===== config.mk =====
export PLATFORM = sky130hd
export DESIGN_NAME = spi_cfg_master
export DESIGN_NICKNAME = d
export VERILOG_FILES = /design/src/rtl/spi_cfg_master.sv
export SDC_FILE = /design/constraint.sdc
export NUM_CORES = 1
export LEC_CHECK = 0
export ABC_AREA = 1
export CAP_MARGIN = 10
export CORE_MARGIN = 3
export CORE_UTILIZATION = 25
export CTS_CLUSTER_SIZE = 24
export DETAILED_ROUTE_END_ITERATION = 12
export GPL_ROUTABILITY_DRIVEN = 0
export PLACE_DENSITY = 0.47
export REMOVE_ABC_BUFFERS = 1
export SYNTH_ARGS = -nofsm -noshare
export SYNTH_HDL_FRONTEND = slang
export SYNTH_SLANG_ARGS = --single-unit

===== constraint.sdc =====
create_clock -name clk -period 2.7 [get_ports clk]
set_input_delay 0.54 -clock clk [delete_from_list [all_inputs] [get_ports clk]]
set_output_delay 0.54 -clock clk [all_outputs]
set_load 0.01 [all_outputs]

===== src/rtl/spi_cfg_master.sv =====
// spi_cfg_master: queues register-write commands and sends each as a 16-bit
// SPI mode-0 frame {1'b1, addr[6:0], data[7:0]}, MSB first.
module spi_cfg_master #(
    parameter int CLK_DIV = 4,
    parameter int DEPTH   = 4
) (
    input  logic       clk,
    input  logic       rst,
    input  logic       cmd_valid,
    output logic       cmd_ready,
    input  logic [6:0] cmd_addr,
    input  logic [7:0] cmd_data,
    output logic       sclk,
    output logic       copi,
    output logic       ncs,
    output logic       busy,
    output logic       done
);
    localparam int AW = $clog2(DEPTH);
    localparam int CW = AW + 1;
    localparam logic [CW-1:0] FULL    = CW'(DEPTH);
    localparam logic [7:0]    PH_LAST = 8'(CLK_DIV - 1);

    // state | meaning
    // IDLE  | ncs high, waiting for a queued command
    // SETUP | ncs low, bit 15 presented before the first rising edge
    // HIGH  | sclk high, copi stable
    // LOW   | sclk low, copi moved to the next bit
    // GAP   | ncs high guard time after the frame
    typedef enum logic [2:0] {IDLE, SETUP, HIGH, LOW, GAP} state_t;

    logic [14:0]   mem_q [DEPTH];
    logic [AW-1:0] wr_ptr_q, wr_ptr_d, rd_ptr_q, rd_ptr_d;
    logic [CW-1:0] count_q, count_d;
    state_t        state_q, state_d;
    logic [7:0]    phase_q, phase_d;
    logic [3:0]    bit_q, bit_d;
    logic [15:0]   shift_q, shift_d;
    logic          sclk_q, sclk_d, copi_q, copi_d, ncs_q, ncs_d;
    logic          busy_q, busy_d, done_q, done_d;
    logic          push, pop, phase_last;

    assign cmd_ready  = (count_q != FULL);
    assign push       = cmd_valid && cmd_ready;
    assign phase_last = (phase_q == PH_LAST);

    assign sclk = sclk_q;
    assign copi = copi_q;
    assign ncs  = ncs_q;
    assign busy = busy_q;
    assign done = done_q;

    always_comb begin
        state_d = state_q;
        phase_d = phase_q;
        bit_d   = bit_q;
        shift_d = shift_q;
        sclk_d  = sclk_q;
        copi_d  = copi_q;
        ncs_d   = ncs_q;
        done_d  = 1'b0;
        pop     = 1'b0;
        unique case (state_q)
            IDLE: begin
                if (count_q != '0) begin
                    pop     = 1'b1;
                    shift_d = {1'b1, mem_q[rd_ptr_q]};
                    state_d = SETUP;
                    phase_d = '0;
                    bit_d   = '0;
                    ncs_d   = 1'b0;
                    sclk_d  = 1'b0;
                    copi_d  = 1'b1;
                end
            end
            SETUP: begin
                if (phase_last) begin
                    state_d = HIGH;
                    phase_d = '0;
                    sclk_d  = 1'b1;
                end else begin
                    phase_d = phase_q + 8'd1;
                end
            end
            HIGH: begin
                if (phase_last) begin
                    state_d = LOW;
                    phase_d = '0;
                    sclk_d  = 1'b0;
                    // After the last bit copi simply keeps bit 0
                    if (bit_q != 4'd15) begin
                        copi_d  = shift_q[14];
                        shift_d = shift_q << 1;
                    end
                end else begin
                    phase_d = phase_q + 8'd1;
                end
            end
            LOW: begin
                if (phase_last) begin
                    phase_d = '0;
                    if (bit_q == 4'd15) begin
                        state_d = GAP;
                        ncs_d   = 1'b1;
                        done_d  = 1'b1;
                        bit_d   = '0;
                    end else begin
                        state_d = HIGH;
                        sclk_d  = 1'b1;
                        bit_d   = bit_q + 4'd1;
                    end
                end else begin
                    phase_d = phase_q + 8'd1;
                end
            end
            GAP: begin
                if (phase_last) begin
                    state_d = IDLE;
                    phase_d = '0;
                    copi_d  = 1'b0;
                end else begin
                    phase_d = phase_q + 8'd1;
                end
            end
            default: state_d = IDLE;
        endcase

        wr_ptr_d = push ? wr_ptr_q + 1'b1 : wr_ptr_q;
        rd_ptr_d = pop  ? rd_ptr_q + 1'b1 : rd_ptr_q;
        unique case ({push, pop})
            2'b10:   count_d = count_q + 1'b1;
            2'b01:   count_d = count_q - 1'b1;
            default: count_d = count_q;
        endcase
        busy_d = (state_d != IDLE) || (count_d != '0);
    end

    always_ff @(posedge clk) begin
        if (push) mem_q[wr_ptr_q] <= {cmd_addr, cmd_data};
    end

    always_ff @(posedge clk or posedge rst) begin
        if (rst) begin
            state_q  <= IDLE;
            phase_q  <= '0;
            bit_q    <= '0;
            shift_q  <= '0;
            sclk_q   <= 1'b0;
            copi_q   <= 1'b0;
            ncs_q    <= 1'b1;
            busy_q   <= 1'b0;
            done_q   <= 1'b0;
            wr_ptr_q <= '0;
            rd_ptr_q <= '0;
            count_q  <= '0;
        end else begin
            state_q  <= state_d;
            phase_q  <= phase_d;
            bit_q    <= bit_d;
            shift_q  <= shift_d;
            sclk_q   <= sclk_d;
            copi_q   <= copi_d;
            ncs_q    <= ncs_d;
            busy_q   <= busy_d;
            done_q   <= done_d;
            wr_ptr_q <= wr_ptr_d;
            rd_ptr_q <= rd_ptr_d;
            count_q  <= count_d;
        end
    end
endmodule


==> metrics.cfg, run 1 <==
[drt]
route.top_layer_used = met4
post_drt_wl_per_cell_um = 13.3
wl_met2_um = 4970
m1WireLength_um = 4530
routed_via_density = 4.40
num_vias = 3291
dr.pass1.iters = 4
post-route-drc-count = 0
drtIter0Drc = 250
drt-total-wl_um = 9950
met3_wirelength_um = 345
drtAntennaViolNets = 0

[yosys]
synth_mux_area_share_pct = 0
syn_area_per_cell_um2 = 9.59
synthXorXnorAreaFrac_pct = 0.944
synth_adder_area_share_pct = 2.32
ys_seq_area_share_pct = 61.5
synthesis.area_um2 = 4640
ys_ff_latch = 102
synth_top_family_by_area = simple AND/OR/NAND/NOR gates
ys_types = 33
yosysWarnings = 0
synth_compound_area_share_pct = 2.94
synth_simple_gate_area_share_pct = 27.6
synthCells = 484

[power_and_ir_drop]
p_leak_nw = 2.38
p_sw_share_pct = 40.4
power_frac_seq_pct = 39.0
switching_power_w = 0.00241
comb_power_share_pct = 39.5
pwr-share-clk_pct = 21.5
finalPower_w = 0.00597
p_per_area_nw_per_um2 = 1090
p_int_w = 0.00356
max-vdd-ir-drop_uv = 408

[timing]
hold_viol = 0
tns_ns = 0
slew_headroom_pct = 59.2
layout_setup_ws_ns = 0.615
fin_crit_ns = 2.08
worstMarginPinSlew_ns = 0.611
whs_ns = 0.466
fmax_mhz = 480
rsz0062_at_grt = no
period_share_pct = 77.2
setup_viol = 0
drv_slew = 0
fin_worst_skew_ns = 0.0102

[critical_path]
path_common_cell = nand3_1
path_cells = nor2_2 > nand3_1 > inv_1 > ha_1 > inv_1 > fa_1 > o21ai_0 > nor2_1 > nand3_1 > nor2_1 > nand3_1
crit_family = adder cells
crit_type = flip-flop to flip-flop
required_ns = 2.93
path_buf_inv = 2
cp_max_fo = 5
cp.arrival_ns = 2.31
end_kind = flip-flop
slowest_stage = fa_1
startpoint_type = flip-flop
cpPeakStageDelay_ns = 0.47

[clock_tree]
clock_path_buffers = 2
cts_setup_buffers = 0
cts_htree_levels = 3
numCtsBuffers = 9
cts_hold_buf = 0
numClockSinks = 102
cts_tree = yes
insertion_delay_ns = 0.35
post_cts_resized = 0
cts-root-buf = clkbuf_16
clk_pin_slew_worst_paths_ns = 0.07

[placement]
hpwl_um = 6450
placed_area_um2 = 5160
pre_cts_ws_ns = 0.401
io_buffer_count = 23

[run_status]
status = finished, final reports clean

[die]
rows = 49
io_pins = 24
die-width_um = 142
start_util_pct = 25.7
dieArea_um2 = 20200
die_y_um = 142
fp.coreArea_um2 = 18100

[finish]
layout-drive-gt1-share_pct = 8.67
finalInstanceArea_um2 = 5460
syn_to_final_growth_pct = 17.7
fin_nets = 540
final_common_cell = nand2_1
diodes = 0
final_cell_mix = 169 x nand2_1, 81 x nand3_1, 60 x edfxtp_1

[flow_run]
maxCapViolCount = 0

[global_routing]
grt_pass1_wl_um = 16800
antenna_found_initial = 0
gr-total-overflow = 0
global_route.usage.total_pct = 10.6
grt_pass1_vias = 3319
grt_max_degree = 43

[hold_path]
hp-class = flip-flop to flip-flop

worst register-to-register path, stage by stage (launching register included):
cell,delay (ns)
dfrtp_1,0.46
nor2_2,0.18
nand3_1,0.12
inv_1,0.09
ha_1,0.16
inv_1,0.06
fa_1,0.47
o21ai_0,0.09
nor2_1,0.11
nand3_1,0.07
nor2_1,0.08
nand3_1,0.06
per-stage QoR:
step           cells  utilization [%]
6_report         748             30.2
5_1_grt          748             30.2
4_1_cts          748             30.2
3_5_place_dp     732             28.5
3_3_place_gp     732             28.5
2_1_floorplan    469                -
logic make-up after synthesis:
kind of cell	after synthesis
buf+inv	51
compound gates	22
flops	102
simple gates	296
xor+xnor	5
fa+ha+maj	8
power groups by stage:
stage | Sequential, W | Combinational (W) | Clock (W)
2_1_floorplan | 0.00239 | 0.00159 | 0
3_3_place_gp | 0.00235 | 0.00236 | 0
3_5_place_dp | 0.00236 | 0.00240 | 0
4_1_cts | 0.00233 | 0.00241 | 0.00132
5_1_grt | 0.00238 | 0.00272 | 0.00140
6_report | 0.00233 | 0.00236 | 0.00128
synth_stat cells, drive strengths merged:
cell type | number | share of area, %
nand2 | 173 | 14
nand3 | 82 | 9.1
edfxtp | 60 | 39
dfrtp | 41 | 22
inv | 36 | 3.0
nor2 | 36 | 3.6
a21oi | 9 | 1.3
buf | 8 | 1.1
clkbuf | 7 | 0.57
ha | 7 | 1.9
o21ai | 7 | 0.75
xor2 | 4 | 0.75
nand4 | 3 | 0.40
o22ai | 3 | 0.40
a22oi | 1 | 0.16
dfstp | 1 | 0.57
fa | 1 | 0.43
nor3 | 1 | 0.11
o21a | 1 | 0.16
o31ai | 1 | 0.16
or2 | 1 | 0.13
xnor2 | 1 | 0.19
sequential cells by signal, indices dropped and copies added (netlist names):
register  cells
count_q       3
copi          1
mem_q        60
rd_ptr_q      2
bit_q         4
done          1
wr_ptr_q      2
sclk          1
state_q       3
shift_q      15
busy          1
phase_q       8
ncs           1
path summary, 6_finish.rpt:
check                                      from                      to  slack [ns]  cells past startpoint
max in group asynchronous                   rst    bit_q[3]$_DFFE_PP0P_        1.67                      3
min                             ncs$_DFFE_PP1P_         ncs$_DFFE_PP1P_        0.47                      2
min reg2reg                     ncs$_DFFE_PP1P_         ncs$_DFFE_PP1P_        0.47                      2
max reg2reg                state_q[1]$_DFF_PP0_          busy$_DFF_PP0_        0.62                     11
min in group asynchronous                   rst  phase_q[7]$_DFFE_PP0P_        0.64                      3
max                        state_q[1]$_DFF_PP0_          busy$_DFF_PP0_        0.62                     11
per-layer routing:
metal / vias up / global-route usage, %
met3: 9 / 2.92
met1: 1579 / 13.3
met2: 45 / 18.0
met4: 0 / 2.88
li1: 1658 / -
met5: - / 0
layout make-up:
type | instances | area, um^2
Fill cell | 1871 | 12600
Sequential cell | 102 | 2850
Multi-Input combinational cell | 331 | 1570
Timing Repair Buffer | 34 | 313
Tap cell | 229 | 287
Clock buffer | 9 | 225
Inverter | 36 | 138
Clock inverter | 7 | 73.8
(Power assumes the default switching activity.)
==> run 2, diff against run 1 <==
==> constraint.sdc (replaced) <==
create_clock -name clk -period 2.1 [get_ports clk]
set_input_delay 0.42 -clock clk [delete_from_list [all_inputs] [get_ports clk]]
set_output_delay 0.42 -clock clk [all_outputs]
set_load 0.01 [all_outputs]
==> run 2 against run 1 <==
Net effect: hold slack lost 0.056 ns; die area is the same; sequential power grew 29%; critical endpoint unchanged.
==> metrics.cfg, run 2 (synthesized netlist as in run 1, its figures left out) <==
[global_routing]
grt_pass1_vias = 3278
grt_max_degree = 19
global_route.usage.total_pct = 10.7
gr-total-overflow = 0
grt_pass1_wl_um = 16900
antenna_found_initial = 0

[finish]
top_register = mem_q
diodes = 0
fin_nets = 553
layout-drive-gt1-share_pct = 13.2
syn_to_final_growth_pct = 22.3
utilization_pct = 31.4
largest_reg_flops = 60
reg_top3 = mem_q: 60 flops, shift_q: 15 flops, phase_q: 8 flops
nFillCells = 1806
final_common_cell = nand2_1
stdcell_count = 761
final_cell_mix = 168 x nand2_1, 78 x nand3_1, 60 x edfxtp_1

[timing]
period_share_pct = 92.5
setup_viol = 0
slew_headroom_pct = 56.3
hold_viol = 0
rsz0062_at_grt = no
fmax_mhz = 515
worstMarginPinSlew_ns = 0.655
drv_slew = 0
fin_worst_skew_ns = 0.00771
whs_ns = 0.410
fin_crit_ns = 1.94

[drt]
drtIter0Drc = 193
drt-total-wl_um = 10200
routed_via_density = 4.34
num_vias = 3300
post_drt_wl_per_cell_um = 13.4
post-route-drc-count = 0
dr.pass1.iters = 4
drtAntennaViolNets = 0

[power_and_ir_drop]
p_sw_share_pct = 39.9
power_frac_seq_pct = 37.7
p_per_area_nw_per_um2 = 1410
max-vdd-ir-drop_uv = 398
switching_power_w = 0.00319
p_leak_nw = 2.45
pwr-share-clk_pct = 20.3
comb_power_share_pct = 42.0
finalPower_w = 0.00798
p_int_w = 0.00480

[clock_tree]
clk_pin_slew_worst_paths_ns = 0.07
numCtsBuffers = 9
numClockSinks = 102
cts-root-buf = clkbuf_16
cts_htree_levels = 3
cts_tree = yes
insertion_delay_ns = 0.35
clock_path_buffers = 2

[placement]
dp_cells = 742
hpwl_um = 6740
io_buffer_count = 23

[critical_path]
required_ns = 2.33
cp_max_fo = 3
crit_type = flip-flop to flip-flop
startpoint_type = flip-flop
end_kind = flip-flop
cp.arrival_ns = 2.17

[die]
die-width_um = 142
dieArea_um2 = 20200
start_util_pct = 25.7
rows = 49
io_pins = 24
die_y_um = 142
fp.coreArea_um2 = 18100

[run_status]
status = finished, final reports clean

[flow_run]
maxCapViolCount = 0

[hold_path]
hp-class = primary input to asynchronous set/reset pin

[run 2: routing by layer]
layer | track usage (%) | vias to the layer above | wire length [um]
met5 | 0 | - | 0
met3 | 2.82 | 12 | 303
li1 | - | 1689 | -
met2 | 18.7 | 41 | 5180
met4 | 3.23 | 0 | 152
met1 | 13.1 | 1558 | 4580
[run 2: worst paths after layout]
kind,slack [ns],cells after the start,to,start
worst min register to register,0.47,2,ncs$_DFFE_PP1P_,ncs$_DFFE_PP1P_
max in group asynchronous,1.12,3,phase_q[7]$_DFFE_PP0P_,rst
min in group clk,0.47,2,ncs$_DFFE_PP1P_,ncs$_DFFE_PP1P_
worst min-delay path,0.41,2,shift_q[6]$_DFFE_PP0P_,rst
worst max-delay path,0.16,11,busy$_DFF_PP0_,count_q[1]$_DFF_PP0_
worst max register to register,0.16,11,busy$_DFF_PP0_,count_q[1]$_DFF_PP0_
[run 2: critical path: stages, from the launching register on]
cell	delay, ns
dfrtp_1	0.40
inv_2	0.13
nand3_4	0.09
nand2_2	0.10
ha_4	0.15
inv_2	0.04
fa_2	0.51
o21ai_1	0.07
nor2_1	0.09
nand3_1	0.07
nor2_1	0.10
nand3_1	0.07
[run 2: final cells by class]
| class | count | area (um^2) | share of cell area, % |
|---|---|---|---|
| Sequential cell | 102 | 2860 | 50.3 |
| Multi-Input combinational cell | 331 | 1630 | 28.7 |
| Clock inverter | 6 | 51.3 | 0.904 |
| Timing Repair Buffer | 47 | 473 | 8.33 |
| Tap cell | 229 | 287 | 5.05 |
| Clock buffer | 10 | 239 | 4.21 |
| Inverter | 36 | 140 | 2.47 |
[run 2: what timing repair did]
item	4_1_cts	5_1_grt
endpoints found under the setup margin	0	2
gates resized for setup	0	19
hold buffers	0	0
buffers inserted	0	3
[run 2: metrics by stage]
stage          worst slack, ns  setup TNS [ns]  cell area [um^2]
2_1_floorplan          -0.0653         -0.0653              4560
3_3_place_gp           -0.0608         -0.0608              5300
3_5_place_dp            -0.120          -0.120              5300
4_1_cts                 0.0320               0              5590
5_1_grt                 0.0132               0              5680
6_report                 0.157               0              5680
[run 2: power groups by stage]
stage               sequential, W  combinational (W)  clock (W)
floorplan                 0.00307            0.00205          0
global placement          0.00302            0.00321          0
detailed placement        0.00302            0.00327          0
CTS                       0.00299            0.00327    0.00168
global route              0.00308            0.00383    0.00179
finish                    0.00301            0.00336    0.00162
==> run 3, diff against run 2 <==
--- a/config.mk
+++ b/config.mk
@@ -12,6 +12,7 @@
 export CTS_CLUSTER_SIZE = 24
 export DETAILED_ROUTE_END_ITERATION = 12
 export GPL_ROUTABILITY_DRIVEN = 0
+export HOLD_SLACK_MARGIN = 0.08
 export PLACE_DENSITY = 0.47
 export REMOVE_ABC_BUFFERS = 1
 export SYNTH_ARGS = -nofsm -noshare
==> results of run 3 <==
The final DEF is identical to that of run 2; final timing and power are the same.
